==> src/rtl/counter_pkg.sv <==
// Shared counter definitions: MODO encodings and the WIDTH/DOWN_STEP legality check.
// COUNTER_PARAMS_LEGAL(w, s) is true for 2 <= w <= 32 and 1 <= s <= 2**w-1.
`ifndef COUNTER_PKG_SV
`define COUNTER_PKG_SV

`define COUNTER_PARAMS_LEGAL(w, s) \
  (((w) >= 2) && ((w) <= 32) && ((s) >= 1) && (longint'(s) < (longint'(1) << (w))))

package counter_pkg;

  typedef enum logic [1:0] {
    MODO_UP      = 2'b00,
    MODO_DN      = 2'b01,
    MODO_DN_STEP = 2'b10,
    MODO_LOAD    = 2'b11
  } modo_e;

endpackage

`endif

==> src/rtl/counter_next_val.sv <==
// Next-count datapath: WIDTH+1-bit add/subtract whose carry/borrow bit is the wrap flag.
// With COUNTER_SAT_EN defined, a wrapping result is clamped to all-ones (up) or zero (down).
module counter_next_val
  import counter_pkg::*;
#(
  parameter int          WIDTH     = 16,
  parameter int unsigned DOWN_STEP = 3
) (
  input  logic [WIDTH-1:0] q,
  input  logic [1:0]       modo,
  input  logic [WIDTH-1:0] d,
  output logic [WIDTH-1:0] q_next,
  output logic             wrap
);

  localparam logic [WIDTH-1:0] STEP = WIDTH'(DOWN_STEP);

  logic [WIDTH:0] sum;

  always_comb begin
    sum    = '0;
    q_next = q;
    wrap   = 1'b0;
    case (modo)
      MODO_UP: begin
        sum    = {1'b0, q} + (WIDTH+1)'(1);
        q_next = sum[WIDTH-1:0];
        wrap   = sum[WIDTH];
`ifdef COUNTER_SAT_EN
        if (wrap) q_next = '1;
`endif
      end
      MODO_DN: begin
        sum    = {1'b0, q} - (WIDTH+1)'(1);
        q_next = sum[WIDTH-1:0];
        wrap   = sum[WIDTH];
`ifdef COUNTER_SAT_EN
        if (wrap) q_next = '0;
`endif
      end
      MODO_DN_STEP: begin
        sum    = {1'b0, q} - {1'b0, STEP};
        q_next = sum[WIDTH-1:0];
        wrap   = sum[WIDTH];
`ifdef COUNTER_SAT_EN
        if (wrap) q_next = '0;
`endif
      end
      MODO_LOAD: begin
        q_next = d;
        wrap   = 1'b0;
      end
      // Unknown MODO holds the count without flagging a wrap.
      default: begin
        q_next = q;
        wrap   = 1'b0;
      end
    endcase
  end

endmodule

==> src/rtl/counter_param_sync.sv <==
// Parametrised up/down/step/load counter with registered one-cycle RCO on wrap (or clamp).
// Define COUNTER_SAT_EN at compile time for saturating instead of wrapping arithmetic.
module counter_param_sync
  import counter_pkg::*;
#(
  parameter int          WIDTH     = 16,
  parameter int unsigned DOWN_STEP = 3
) (
  input  logic             CLK,
  input  logic             RESET_L,
  input  logic             ENB,
  input  logic [1:0]       MODO,
  input  logic [WIDTH-1:0] D,
  output logic [WIDTH-1:0] Q,
  output logic             RCO
);

  if (!(`COUNTER_PARAMS_LEGAL(WIDTH, DOWN_STEP))) begin : g_param_err
    $error("counter_param_sync: illegal WIDTH/DOWN_STEP");
  end

  logic [WIDTH-1:0] q_next;
  logic             wrap;

  counter_next_val #(
    .WIDTH     (WIDTH),
    .DOWN_STEP (DOWN_STEP)
  ) u_next_val (
    .q      (Q),
    .modo   (MODO),
    .d      (D),
    .q_next (q_next),
    .wrap   (wrap)
  );

  always_ff @(posedge CLK or negedge RESET_L) begin
    if (!RESET_L) begin
      Q   <= '0;
      RCO <= 1'b0;
    end else if (ENB) begin
      Q   <= q_next;
      RCO <= wrap;
    end else begin
      RCO <= 1'b0;
    end
  end

endmodule

==> config.mk <==
export PLATFORM = sky130hd
export DESIGN_NAME = counter_param_sync
export DESIGN_NICKNAME = d
export VERILOG_FILES = /design/src/rtl/counter_pkg.sv /design/src/rtl/counter_next_val.sv /design/src/rtl/counter_param_sync.sv
export SDC_FILE = /design/constraint.sdc
export NUM_CORES = 1
export LEC_CHECK = 0
export CAP_MARGIN = 25
export CORE_ASPECT_RATIO = 2
export CORE_MARGIN = 2
export CORE_UTILIZATION = 50
export DETAILED_ROUTE_END_ITERATION = 8
export PLACE_DENSITY = 0.8
export SLEW_MARGIN = 20
export SYNTH_ARGS = -nofsm -noshare
export SYNTH_HDL_FRONTEND = slang
export SYNTH_SLANG_ARGS = --single-unit
==> constraint.sdc <==
create_clock -name CLK -period 2.5 [get_ports CLK]
set_clock_uncertainty 0.05 [all_clocks]
set_input_delay 0.25 -clock CLK [delete_from_list [all_inputs] [get_ports CLK]]
set_output_delay 0.25 -clock CLK [all_outputs]
set_load 0.02 [all_outputs]
==> impl_metrics.json, run 1 <==
{
  "outcome": "completed",
  "synth_edf_count": 0,
  "pin_count": 38,
  "ys.flop_type": "dfrtp_1",
  "vias": 2216,
  "syn_to_final_growth_pct": 31.5,
  "yosys.area.top_type": "dfrtp_1",
  "grt_pass1_wl_um": 10100,
  "irDropWorstVdd_uv": 357,
  "min-delay-path-class": "in2async",
  "reg2reg_to": "Q[11]",
  "clock_path_buffers": 2,
  "cp-startpoint": "Q[6]",
  "route.detailed.drc": 0,
  "tightest_slew_ns": 0.826,
  "core_area_um2": 3570,
  "clockRootBuffer": "clkbuf_8",
  "reg2regPathDepth": 6,
  "utilization_pct": 67.5,
  "rrSetupSlack_ns": 0.13,
  "first_pass_iters": 5,
  "antenna_found_initial": 0,
  "endpoint_kind": "register",
  "min_period_ns": 2.37,
  "htreeDepth": 1,
  "post_cts_buffers": 0,
  "gp_congestion": 1.08,
  "cts-resized-gates": 0,
  "critPathKind": "reg2reg",
  "crit_end": "Q[11]",
  "dp_hpwl_um": 4980,
  "layoutNonFillerInstCount": 344,
  "cp.arrival_ns": 2.47,
  "grt_usage_pct": 33.4,
  "ant_nets": 0,
  "die_h_um": 89.6,
  "clock_latency_ns": 0.26,
  "clock.fmax_ghz": 0.423,
  "ys_top_cells_by_area": "dfrtp_1 23%, o21ai_0 6.3%, nand2_1 5.5%, nor2_1 5.1%, xnor2_1 4.8%",
  "drive_above_1_share_pct": 14.6,
  "grt_max_degree": 18,
  "syn_nets": 274,
  "ys_types": 56,
  "nets": 319,
  "power_uw": 1470,
  "final_hold_viol_count": 0,
  "grt_pass1_vias": 2077,
  "post-place-cells": 340,
  "viasPerCell": 6.44,
  "synthArstFlopShare_pct": 100,
  "min_period_over_period_pct": 94.6,
  "yosysWarnings": 0,
  "rows": 31,
  "p_leak_uw": 0.000894,
  "post_synth.cell_area_avg_um2": 7.29,
  "die_w_um": 46.8,
  "drv_slew": 0,
  "slew_headroom_pct": 44.7,
  "critPathMaxFanout": 11,
  "ys_ff_latch": 17,
  "cts_hold_buffers": 0,
  "synth.most_common_cell": "nand2_1",
  "synth.top_cell.area_share_pct": 23.2,
  "synth_common_cells": "27 x nand2_1, 25 x nor2_1, 23 x o21ai_0",
  "path_clk_slew_ns": 0.07,
  "fin_ws_ns": 0.134,
  "required_ns": 2.60,
  "wl_per_cell_um": 18.5,
  "overflow": 0,
  "cap_viol_max_count": 0,
  "die-area_um2": 4190,
  "numCtsBuffers": 3,
  "start_util_pct": 51.3,
  "clkSinkCount": 17,
  "drt_iter0_markers": 133,
  "portBuffers": 37,
  "finalSetupViolCount": 0,
  "cts_tree": "done",
  "synthCells": 251,
  "rr_startpoint": "Q[6]",
  "netlist_area_um2": 1830,
  "final.setup.tns_ns": 0,
  "wirelength_um": 6370,
  "ys_seq_area_share_pct": 23.2,
  "place_ws_ns": 0.185,
  "grt_setup_unrepaired": "no",
  "antenna_cells": 0,
  "startpoint_type": "register",
  "p_per_area_nw_per_um2": 611
}
## final cells by class
class,instances,area [µm²]
Timing Repair Buffer,62,558
Multi-Input combinational cell,206,1290
Fill cell,329,1160
Inverter,6,22.5
Tap cell,49,61.3
Sequential cell,17,425
Clock buffer,4,45.0
## placed cells by master (no fill, tap or decap), drive strengths merged, types with 3 or more instances in the layout
| cell | instances |
|---|---|
| clkdlybuf4s50 | 37 |
| nand2 | 27 |
| nor2 | 25 |
| buf | 25 |
| o21ai | 23 |
| dfrtp | 17 |
| nand3 | 17 |
| a21oi | 13 |
| nor3 | 10 |
| xnor2 | 10 |
| inv | 6 |
| o211ai | 5 |
| or2 | 5 |
| or4 | 5 |
| nand4 | 4 |
| and2 | 4 |
| nor4 | 4 |
| o221ai | 4 |
| clkbuf | 4 |
| or3 | 3 |
| a21boi | 3 |
| a221oi | 3 |
## report_power, final
part / internal, µW / switching [µW] / total (µW)
combinational: 381 / 433 / 814
sequential: 331 / 108 / 439
clock: 114 / 105 / 218
## routing by layer
metal / global-route usage (%) / up-vias / wire length [µm]
li1: - / 1029 / -
met1: 37.7 / 1042 / 2270
met2: 57.2 / 115 / 3380
met3: 2.20 / 30 / 345
met4: 21.7 / 0 / 377
met5: 0 / - / 0
## worst min-delay path by stage
stage | start | endpoint | slack, ns | depth (start not counted)
finish | RESET_L | RCO | 0.41 | 1
global placement | Q[13] | Q[13] | 0.57 | 1
detailed placement | Q[13] | Q[13] | 0.55 | 1
CTS | RESET_L | RCO | 0.45 | 1
floorplan | RESET_L | Q[0] | -0.1 | 0
global route | RESET_L | Q[11] | 0.48 | 1
## worst max-delay path: stages (launching register included)
cell and delay (ns):
dfrtp_1 0.58, nand4_1 0.39, nor4_1 0.53, xnor2_1 0.20, o221ai_2 0.13, o21a_1 0.18
o22a_2 0.19
## logic make-up after synthesis
group | Yosys count | synth area share (%)
muxes | 4 | 3.62
DFF | 17 | 23.2
and+or+nand+nor | 107 | 29.1
buffers and inverters | 28 | 6.15
adders and majority gates | 2 | 1.37
AOI/OAI and AO/OA | 81 | 30.8
xor gates and xnor gates | 12 | 5.74
## metrics by stage
| stage | hold WS, ns | area, µm² |
|---|---|---|
| 2_1_floorplan | -0.0956 | 1830 |
| 3_3_place_gp | 0.565 | 2360 |
| 3_5_place_dp | 0.554 | 2360 |
| 4_1_cts | 0.449 | 2400 |
| 5_1_grt | 0.482 | 2410 |
| 6_report | 0.410 | 2410 |
## flip-flops by register name (all words and copies together), names as in the netlist
signal / count
RCO: 1
Q: 16
No activity file was read; power rests on OpenSTA's default activity.
==> run 2: changes to the inputs <==
--- a/config.mk
+++ b/config.mk
@@ -10,7 +10,7 @@
 export CORE_MARGIN = 2
 export CORE_UTILIZATION = 50
 export DETAILED_ROUTE_END_ITERATION = 8
-export PLACE_DENSITY = 0.8
+export PLACE_DENSITY = 0.78
 export SLEW_MARGIN = 20
 export SYNTH_ARGS = -nofsm -noshare
 export SYNTH_HDL_FRONTEND = slang
==> run 2 against run 1 <==
Die area did not move. Critical path depth unchanged. Sequential cell count unchanged. Global-route usage up 1.9 points. Cell count shrank 1.2%. Sequential power is essentially flat. Fmax is 1.3% higher. Utilization down 0.84 points. Critical path type unchanged. Largest cell class unchanged. Largest power group unchanged.
==> impl_metrics.json, run 2 (synthesis gave the netlist of run 1 again) <==
{
  "clock_path_buffers": 2,
  "rr_startpoint": "Q[8]",
  "wirelength_um": 6600,
  "grt_setup_unrepaired": "no",
  "irDropWorstVdd_uv": 407,
  "clkSinkCount": 17,
  "outcome": "completed",
  "slew_headroom_pct": 40.5,
  "path_clk_slew_ns": 0.07,
  "critPathMaxFanout": 9,
  "cts_tree": "done",
  "met1_usage_pct": 40.6,
  "grt_usage_pct": 35.2,
  "nFillCells": 316,
  "nets": 315,
  "clock_latency_ns": 0.26,
  "antenna_cells": 0,
  "syn_to_final_growth_pct": 29.9,
  "final.setup.tns_ns": 0,
  "p_per_area_nw_per_um2": 616,
  "grt_pass1_vias": 2127,
  "viasPerCell": 6.54,
  "grt.busiest_layer": "met2",
  "top_regs": "Q: 16 flops, RCO: 1 flops",
  "cap_viol_max_count": 0,
  "antenna_found_initial": 0,
  "final_hold_viol_count": 0,
  "min_period_over_period_pct": 93.4,
  "route.detailed.drc": 0,
  "drive_above_1_share_pct": 13.4,
  "drt_iter0_markers": 127,
  "layout_common_cells": "37 x clkdlybuf4s50_1, 26 x nand2_1, 25 x nor2_1",
  "use_met3_pct": 4.40,
  "wl_per_cell_um": 19.4,
  "grt_pass1_wl_um": 10600,
  "dp_hpwl_um": 5000,
  "die_h_um": 89.6,
  "portBuffers": 37,
  "grt_max_degree": 18,
  "overflow": 0,
  "required_ns": 2.60,
  "numCtsBuffers": 3,
  "cp-startpoint": "Q[8]",
  "use_met2_pct": 59.3,
  "p_leak_uw": 0.000874,
  "die_w_um": 46.8,
  "first_pass_iters": 5,
  "gp_congestion": 1.06,
  "finalSetupViolCount": 0,
  "htreeDepth": 1,
  "seq_area_um2": 425,
  "endpoint_kind": "register",
  "drv_slew": 0,
  "tightest_slew_ns": 0.889,
  "reg2reg_to": "Q[11]",
  "top_register": "Q",
  "ant_nets": 0,
  "rows": 31,
  "timing.hold.ws_ns": 0.436,
  "startpoint_type": "register",
  "die-area_um2": 4190,
  "start_util_pct": 51.3,
  "core_area_um2": 3570,
  "mostFrequentLayoutCell": "clkdlybuf4s50_1",
  "vias": 2223,
  "cp.arrival_ns": 2.43,
  "pin_count": 38,
  "largest_register_ffs": 16,
  "min_period_ns": 2.34,
  "min-delay-path-class": "in2async",
  "rrSetupSlack_ns": 0.16,
  "critPathKind": "reg2reg",
  "cts_hold_buffers": 0,
  "reg2regPathDepth": 6,
  "clock.fmax_ghz": 0.428,
  "clockRootBuffer": "clkbuf_8",
  "multi_input_area_um2": 1290
}
run 2: cell types whose count changed in the layout (fill, tap and decap cells not counted):
cell | previous run | this run
buf_4 | 25 | 21
run 2: routing by layer:
metal | vias up | share of wire, %
met4 | 0 | 6.3
li1 | 1018 | -
met5 | - | 0
met2 | 137 | 52
met1 | 1032 | 35
met3 | 36 | 7.1
run 2: layout make-up:
type | count | area share, %
inverters | 6 | 0.947
flip-flops and latches | 17 | 17.9
repair buffers | 58 | 22.2
multi-input cells | 206 | 54.5
well taps | 49 | 2.58
clock buffers | 4 | 1.89
run 2: where the power goes:
part / switching [µW] / internal, µW / leakage [µW]
Sequential: 108 / 331 / 0.000204
Combinational: 437 / 371 / 0.000647
Clock: 105 / 113 / 0.0000228
Total: 649 / 815 / 0.000874
run 2: worst max-delay path, cell delays in order, from the launching register on:
cell and delay [ns]:
dfrtp_1 0.48, or4_4 0.63, nor4_4 0.38, xnor2_1 0.18
o221ai_2 0.12, o21a_1 0.19, o22a_2 0.19
run 2: timing repair:
item | in CTS | in global routing
setup endpoints to repair | 0 | 2
setup buffers | 0 | 0
endpoints found under the hold margin | 0 | 0
gates resized for setup | 0 | 1
run 2: worst max-delay path by stage:
stage                 end  slack [ns]
finish              Q[11]        0.16
global route        Q[13]        0.03
CTS                  Q[6]        0.13
detailed placement   Q[6]        0.14
global placement     Q[6]        0.16
floorplan            Q[5]        0.19
run 2: per-stage QoR:
step	util (%)	std cells	total power [µW]	setup slack [ns]	area (µm²)
2_1_floorplan	-	251	911	0.190	1830
3_3_place_gp	65.3	336	1220	0.157	2330
3_5_place_dp	65.3	336	1230	0.143	2330
4_1_cts	66.5	340	1450	0.131	2370
5_1_grt	66.6	340	1550	0.0308	2380
6_report	66.6	340	1460	0.165	2380
